===== config.mk =====
export PLATFORM = sky130hd
export DESIGN_NAME = ctl_shot
export DESIGN_NICKNAME = d
export VERILOG_FILES = /design/src/rtl/ctl_shot.sv
export SDC_FILE = /design/constraint.sdc
export NUM_CORES = 1
export LEC_CHECK = 0
export ABC_CLOCK_PERIOD_IN_PS = 2900
export BUFFER_PORTS_ARGS = -buffer_cell sky130_fd_sc_hd__buf_2
export CAP_MARGIN = 20
export CELL_PAD_IN_SITES_DETAIL_PLACEMENT = 1
export CELL_PAD_IN_SITES_GLOBAL_PLACEMENT = 1
export CORE_MARGIN = 2
export CORE_UTILIZATION = 30
export DETAILED_ROUTE_END_ITERATION = 8
export PLACE_DENSITY_LB_ADDON = 0.1
export SLEW_MARGIN = 20
export SYNTH_ARGS = -nofsm -noshare
export SYNTH_HDL_FRONTEND = slang
export SYNTH_SLANG_ARGS = --single-unit

===== constraint.sdc =====
create_clock -name clk -period 2.9 [get_ports clk]
set_input_delay 0 -clock clk [delete_from_list [all_inputs] [get_ports clk]]
set_output_delay 0 -clock clk [all_outputs]
set_load 0.01 [all_outputs]

===== src/rtl/ctl_shot.sv =====
// -----------------------------------------------------------------------------
// ctl_shot -- shot controller for the duck game
//
// Samples the player's trigger and crosshair, checks the shot against the
// duck bounding box, and keeps track of ammo, cooldown, hit flag and score.
//
// Optional feature: define CTL_SHOT_FLASH_EN to build the screen-flash
// generator. When it is undefined, flash is tied low and no flash counter
// exists.
//
// Parameters
//   DUCK_W, DUCK_H   duck bounding box size in pixels
//   AMMO_MAX         shots per round (fits the 2-bit ammo output)
//   COOLDOWN_FRAMES  frames after a shot before the next trigger (1..63)
//   SCORE_MAX        score saturation value (fits the 7-bit score output)
//   FLASH_FRAMES     flash length in frames (only used with the flash feature)
//
// Ports
//   clk          system clock
//   rst          asynchronous active-low reset
//   new_frame    one-cycle pulse per video frame
//   round_start  one-cycle pulse: reload ammo, clear hit_latched, re-arm
//   trigger      mouse button level, already synchronous to clk
//   mouse_x/y    crosshair position (11 bit)
//   duck_x/y     duck top-left corner (11 bit)
//   duck_show    duck visible and shootable
//   shot_fired   one-cycle pulse per accepted shot
//   hit / miss   one-cycle result pulse, one cycle after shot_fired
//   hit_latched  high from a hit until the next round_start
//   ammo         remaining shots
//   out_of_ammo  ammo == 0
//   score        saturating hit counter
//   flash        screen flash request
// -----------------------------------------------------------------------------
module ctl_shot #(
   parameter int DUCK_W          = 64,
   parameter int DUCK_H          = 64,
   parameter int AMMO_MAX        = 3,
   parameter int COOLDOWN_FRAMES = 8,
   parameter int SCORE_MAX       = 99,
   parameter int FLASH_FRAMES    = 2
) (
   input  logic        clk,
   input  logic        rst,
   input  logic        new_frame,
   input  logic        round_start,
   input  logic        trigger,
   input  logic [10:0] mouse_x,
   input  logic [10:0] mouse_y,
   input  logic [10:0] duck_x,
   input  logic [10:0] duck_y,
   input  logic        duck_show,
   output logic        shot_fired,
   output logic        hit,
   output logic        miss,
   output logic        hit_latched,
   output logic [1:0]  ammo,
   output logic        out_of_ammo,
   output logic [6:0]  score,
   output logic        flash
);

   // Elaboration-time parameter sanity checks.
   if (COOLDOWN_FRAMES < 1 || COOLDOWN_FRAMES > 63) begin : g_bad_cooldown
      $error("ctl_shot: COOLDOWN_FRAMES must be 1..63");
   end
   if (AMMO_MAX < 1 || AMMO_MAX > 3) begin : g_bad_ammo
      $error("ctl_shot: AMMO_MAX must be 1..3");
   end
   if (SCORE_MAX < 1 || SCORE_MAX > 127) begin : g_bad_score
      $error("ctl_shot: SCORE_MAX must be 1..127");
   end
   if (FLASH_FRAMES < 1) begin : g_bad_flash
      $error("ctl_shot: FLASH_FRAMES must be at least 1");
   end

   localparam logic [11:0] DUCK_W_L    = 12'(DUCK_W);
   localparam logic [11:0] DUCK_H_L    = 12'(DUCK_H);
   localparam logic [1:0]  AMMO_MAX_L  = 2'(AMMO_MAX);
   localparam logic [5:0]  CD_LAST_L   = 6'(COOLDOWN_FRAMES - 1);
   localparam logic [6:0]  SCORE_MAX_L = 7'(SCORE_MAX);

   typedef enum logic [1:0] {
      S_IDLE     = 2'd0,
      S_ARMED    = 2'd1,
      S_EVAL     = 2'd2,
      S_COOLDOWN = 2'd3
   } state_t;

   state_t      state_q, state_d;
   logic        trigger_q;
   logic [10:0] mx_q, mx_d;
   logic [10:0] my_q, my_d;
   logic [10:0] dx_q, dx_d;
   logic [10:0] dy_q, dy_d;
   logic        show_q, show_d;
   logic [1:0]  ammo_q, ammo_d;
   logic [5:0]  cd_cnt_q, cd_cnt_d;
   logic        shot_q, shot_d;
   logic        hit_q, hit_d;
   logic        miss_q, miss_d;
   logic        hit_latched_q, hit_latched_d;
   logic [6:0]  score_q, score_d;

   logic        rise;
   logic        shot_hit;
   logic [11:0] mx_w, my_w, dx_w, dy_w;

   assign rise = trigger & ~trigger_q;

   // The box test runs in 12 bits so dx+DUCK_W near 2047 cannot wrap back
   // to a small value and turn a genuine hit into a miss.
   assign mx_w = {1'b0, mx_q};
   assign my_w = {1'b0, my_q};
   assign dx_w = {1'b0, dx_q};
   assign dy_w = {1'b0, dy_q};

   assign shot_hit = show_q
                   & (mx_w >= dx_w) & (mx_w < (dx_w + DUCK_W_L))
                   & (my_w >= dy_w) & (my_w < (dy_w + DUCK_H_L));

   // -------------------------------------------------------------------------
   // Next-state and output logic
   // -------------------------------------------------------------------------
   always_comb begin
      state_d       = state_q;
      mx_d          = mx_q;
      my_d          = my_q;
      dx_d          = dx_q;
      dy_d          = dy_q;
      show_d        = show_q;
      ammo_d        = ammo_q;
      cd_cnt_d      = cd_cnt_q;
      shot_d        = 1'b0;
      hit_d         = 1'b0;
      miss_d        = 1'b0;
      hit_latched_d = hit_latched_q;
      score_d       = score_q;

      if (round_start) begin
         // round_start wins over everything: a coincident rise is dropped and
         // an evaluation in flight produces neither pulse nor score.
         state_d       = S_ARMED;
         ammo_d        = AMMO_MAX_L;
         hit_latched_d = 1'b0;
         cd_cnt_d      = '0;
      end else begin
         unique case (state_q)
            S_IDLE: begin
               state_d = S_IDLE;
            end

            S_ARMED: begin
               if (rise && (ammo_q != 2'd0)) begin
                  state_d = S_EVAL;
                  mx_d    = mouse_x;
                  my_d    = mouse_y;
                  dx_d    = duck_x;
                  dy_d    = duck_y;
                  show_d  = duck_show;
                  ammo_d  = ammo_q - 2'd1;
                  shot_d  = 1'b1;
               end
            end

            S_EVAL: begin
               state_d  = S_COOLDOWN;
               cd_cnt_d = '0;
               if (shot_hit) begin
                  hit_d         = 1'b1;
                  hit_latched_d = 1'b1;
                  if (score_q < SCORE_MAX_L) begin
                     score_d = score_q + 7'd1;
                  end
               end else begin
                  miss_d = 1'b1;
               end
            end

            S_COOLDOWN: begin
               if (new_frame) begin
                  if (cd_cnt_q == CD_LAST_L) begin
                     state_d  = S_ARMED;
                     cd_cnt_d = '0;
                  end else begin
                     cd_cnt_d = cd_cnt_q + 6'd1;
                  end
               end
            end

            default: begin
               state_d = S_IDLE;
            end
         endcase
      end
   end

   // -------------------------------------------------------------------------
   // State registers
   // -------------------------------------------------------------------------
   always_ff @(posedge clk or negedge rst) begin
      if (!rst) begin
         state_q       <= S_IDLE;
         trigger_q     <= 1'b0;
         mx_q          <= '0;
         my_q          <= '0;
         dx_q          <= '0;
         dy_q          <= '0;
         show_q        <= 1'b0;
         ammo_q        <= '0;
         cd_cnt_q      <= '0;
         shot_q        <= 1'b0;
         hit_q         <= 1'b0;
         miss_q        <= 1'b0;
         hit_latched_q <= 1'b0;
         score_q       <= '0;
      end else begin
         state_q       <= state_d;
         trigger_q     <= trigger;
         mx_q          <= mx_d;
         my_q          <= my_d;
         dx_q          <= dx_d;
         dy_q          <= dy_d;
         show_q        <= show_d;
         ammo_q        <= ammo_d;
         cd_cnt_q      <= cd_cnt_d;
         shot_q        <= shot_d;
         hit_q         <= hit_d;
         miss_q        <= miss_d;
         hit_latched_q <= hit_latched_d;
         score_q       <= score_d;
      end
   end

   assign shot_fired  = shot_q;
   assign hit         = hit_q;
   assign miss        = miss_q;
   assign hit_latched = hit_latched_q;
   assign ammo        = ammo_q;
   assign out_of_ammo = (ammo_q == 2'd0);
   assign score       = score_q;

   // -------------------------------------------------------------------------
   // Screen flash
   // -------------------------------------------------------------------------
`ifdef CTL_SHOT_FLASH_EN
   localparam int FLASH_CW = (FLASH_FRAMES > 1) ? $clog2(FLASH_FRAMES) : 1;
   localparam logic [FLASH_CW-1:0] FLASH_LAST_L = FLASH_CW'(FLASH_FRAMES - 1);

   logic                flash_q, flash_d;
   logic [FLASH_CW-1:0] flash_cnt_q, flash_cnt_d;

   // Flash rises the cycle after shot_fired; a later shot restarts the count
   // even if the previous flash is still running.
   always_comb begin
      flash_d     = flash_q;
      flash_cnt_d = flash_cnt_q;
      if (shot_q) begin
         flash_d     = 1'b1;
         flash_cnt_d = '0;
      end else if (flash_q && new_frame) begin
         if (flash_cnt_q == FLASH_LAST_L) begin
            flash_d     = 1'b0;
            flash_cnt_d = '0;
         end else begin
            flash_cnt_d = flash_cnt_q + 1'b1;
         end
      end
   end

   always_ff @(posedge clk or negedge rst) begin
      if (!rst) begin
         flash_q     <= 1'b0;
         flash_cnt_q <= '0;
      end else begin
         flash_q     <= flash_d;
         flash_cnt_q <= flash_cnt_d;
      end
   end

   assign flash = flash_q;
`else
   assign flash = 1'b0;
`endif

endmodule


==> results.md <==
- Number of global-route vias before repair: 3230
- Commonest cells after routing, fill and taps aside: dfrtp_1, buf_2, dlygate4sd3_1, ha_1, nand2_1
- First drt pass iteration count: 4
- Worst IR drop on VDD: 426 µV
- Path class of the lowest-slack min-delay path: in -> reg
- Die X: 115 µm
- Final period utilization: 88.7%
- Number of cell rows: 40
- Number of buffer cells added on primary ports: 63
- Total of flip-flops plus latches after synthesis: 67
- # DRC: 0
- Global route overflow: 0
- Gpl congestion: 0.774
- Worst-case clock skew: 0.00532 ns
- Setup WS post-layout: 0.327 ns
- Placed standard-cell area: 4200 µm²
- Relative slew slack: 45.5%
- Number of slew-limit violations in the final report: 0
- Gr usage total: 15.2%
- Biggest fanout along the worst timing path: 6
- Clock root buffer master: clkbuf_16
- Maximum number of pins on one net before global-route repair: 69
- Post-layout net count: 565
- Clock Latency Late Sink: 0.34 ns
- Clock tree from TritonCTS: done
- Slowest library cell on the worst path: dfrtp_1
- Unrepaired setup endpoints after global routing: no
- Bufs on Longest Clock Path: 2
- Post-synthesis compound-gate area fraction: 12.5%
- Critical path start-end classification: reg -> reg
- Final core occ: 41.3%
- Worst endpoint required time: 3.12 ns
- Number of I/O pins: 65
- Slew at the pin closest to its max-slew limit: 0.818 ns
- Post-detailed-route wirelength per cell: 14.6 µm
- Status: complete, no violations
- Core box area: 12000 µm²
- Max Cap Viol: 0
- Combinational family with the most area after synthesis: adder cells
- Cell count after synthesis: 361
- Sum of net half-perimeters after detailed placement: 6320 µm
- Final number of hold-violating endpoints: 0
- Overall die area: 13200 µm²
- Adder-cell area share of the yosys netlist: 13.6%
- Count of flip-flops with a built-in enable after synthesis: 0
- Minimum clock period: 2.57 ns
- R2R Path Start: dx_q[6]
- Post-synthesis to final-layout area growth: 34.6%
- Num Clock Sinks: 67
- Iteration-0 DRC Markers: 96
- Data arrival time of the worst path: 2.79 ns
- Number of library cell types mapped by synthesis: 42
- Fin Hold WS: 0.0519 ns
- Power per unit of standard cell area: 918 nW/µm²
- Capture endpoint of the worst hold path: cd_cnt_q[2]
- Post-place setup slack: 0.113 ns
- Sequential fraction of the synthesis area: 45.5%
- Via count: 2970
- Setup TNS Final: 0 ns
- Max incr delay on CP: 0.41 ns
- Final standard cell area without fillers: 4960 µm²
- Worst R2R End: score[1]
- Maximum level of the CTS H-tree: 3
- Xor/xnor cell area share of the yosys netlist: 3.32%
- Clock-pin slew on the worst setup and hold paths: 0.05 ns
- Most common cell after layout, fill and taps aside: dfrtp_1
- Upper clock frequency limit: 0.389 GHz
- Min-Delay Startpoint: round_start
- Number of diodes: 0
- Total of warnings raised by yosys: 0
- Die span in y: 115 µm
- Type of element capturing the critical path: flip-flop
- Per-instance average area after synthesis: 10.2 µm²
- Number of stages on the worst hold path: 2
- Async SR Flop Fraction: 100%
- Initial antenna violation count: 0
- Worst reg2reg setup slack: 0.33 ns
- Nets in the synthesized netlist: 451
- Post-route antenna net violation count: 0
- Starting density of the core: 30.7%
- Simple-gate share of the synthesized area: 13.4%
- Multiplexer share of the synthesized area: 7.33%
- Via-to-Cell Ratio: 4.74
- Setup violations, final: 0
- Setup Buffers After CTS: 0
- Proportion of layout cells with a drive suffix above 1: 22.7%
- Commonest register cell after synthesis: dfrtp_1
- List of cells traversed by the critical path: and3_2 > xnor2_1 > ha_1 > nand4b_1 > nor2_1 > o21a_1 > o311ai_2 > nand4_4 > nor2_2 > mux2_1
- CTS Buf Count: 9
- Netlist area before placement: 3690 µm²
- Leakage power summed over all cells: 2.37 nW
- Post-Route WL: 9160 µm
- Nature of the critical path startpoint: flip-flop
- Wire length of the first global-routing pass: 15600 µm
- Number of cell instances on the worst register-to-register path: 10
[per-layer routing]
metal / vias to the layer above / global-route usage [%] / routed length (µm)
met1: 1447 / 18.2 / 4150
met2: 44 / 26.1 / 4570
met5: - / 0 / 0
met3: 8 / 5.38 / 368
met4: 0 / 3.86 / 75
li1: 1471 / - / -
[area by class of cell]
type                    instances  area (µm²)
clock buffers                  14         254
clock inverters                 2        35.0
fillers                      1353        7050
inverters                      32         120
multi-input cells             253        1870
flip-flops and latches         67        1680
well taps                     147         184
repair buffers                112         826
[state kept, by name (all words and copies together), names as in the netlist, 2 cells and up]
| name | count |
|---|---|
| cd_cnt_q | 6 |
| state_q | 2 |
| mx_q | 11 |
| my_q | 11 |
| score | 7 |
| dy_q | 11 |
| ammo | 2 |
| dx_q | 11 |
[report_power, final]
| group | internal (W) | switching [W] | total [W] | leakage, nW |
|---|---|---|---|---|
| logic | 0.000938 | 0.00103 | 0.00196 | 1.39 |
| registers | 0.00127 | 0.000247 | 0.00152 | 0.839 |
| clock network | 0.000688 | 0.000388 | 0.00108 | 0.141 |
[synth_stat cells, drive strengths merged (3+ instances only)]
library cell / number / area share [%]
mux2: 24 / 7.3
clkbuf: 8 / 0.81
a211o: 3 / 0.71
ha: 40 / 14
nor3: 3 / 0.41
xnor2: 8 / 1.9
nor2: 24 / 2.5
a21oi: 17 / 2.3
dfrtp: 67 / 45
o21ai: 34 / 4.6
nand2b: 9 / 1.5
nand3: 13 / 1.9
xor2: 6 / 1.4
nand2: 37 / 3.8
inv: 32 / 3.3
a21o: 5 / 1.0
nand4: 5 / 1.3
[worst max-delay path by stage]
stage	end	from	slack, ns
after floorplan	score[1]	dx_q[6]	0.47
after global routing	score[1]	dx_q[6]	0.09
final	score[1]	dx_q[6]	0.33
after global placement	score[1]	dx_q[6]	0.25
after CTS	score[1]	dx_q[6]	0.11
after detailed placement	score[1]	dx_q[6]	0.11
[worst max-delay path, delay by kind of cell, from the launching register on]
family	cells	cell delay [ns]
AND/OR/NAND/NOR	5	0.82
AO/OA/AOI/OAI	2	0.44
flip-flops	1	0.41
multiplexers	1	0.33
adder cells (fa/ha/maj)	1	0.28
XOR/XNOR	1	0.18
[cells by family (layout without fill, tap and decap cells)]
group,after synthesis,after routing
fa+ha+maj,40,40
flops,67,67
xor+xnor,14,14
mux,24,24
other cells,1,1
compound gates,73,73
simple gates,101,101
buf+inv,41,160
[timing repair]
item,in CTS,in global routing
hold buffers,47,0
setup endpoints to repair,0,1
endpoints found under the hold margin,78,0
gates resized for setup,0,1
[through the flow]
step | instances | power, W
after floorplan | 361 | 0.00291
after global placement | 564 | 0.00341
after detailed placement | 564 | 0.00347
after CTS | 627 | 0.00464
after global routing | 627 | 0.00502
final | 627 | 0.00456
No activity file was read; power rests on OpenSTA's default activity.
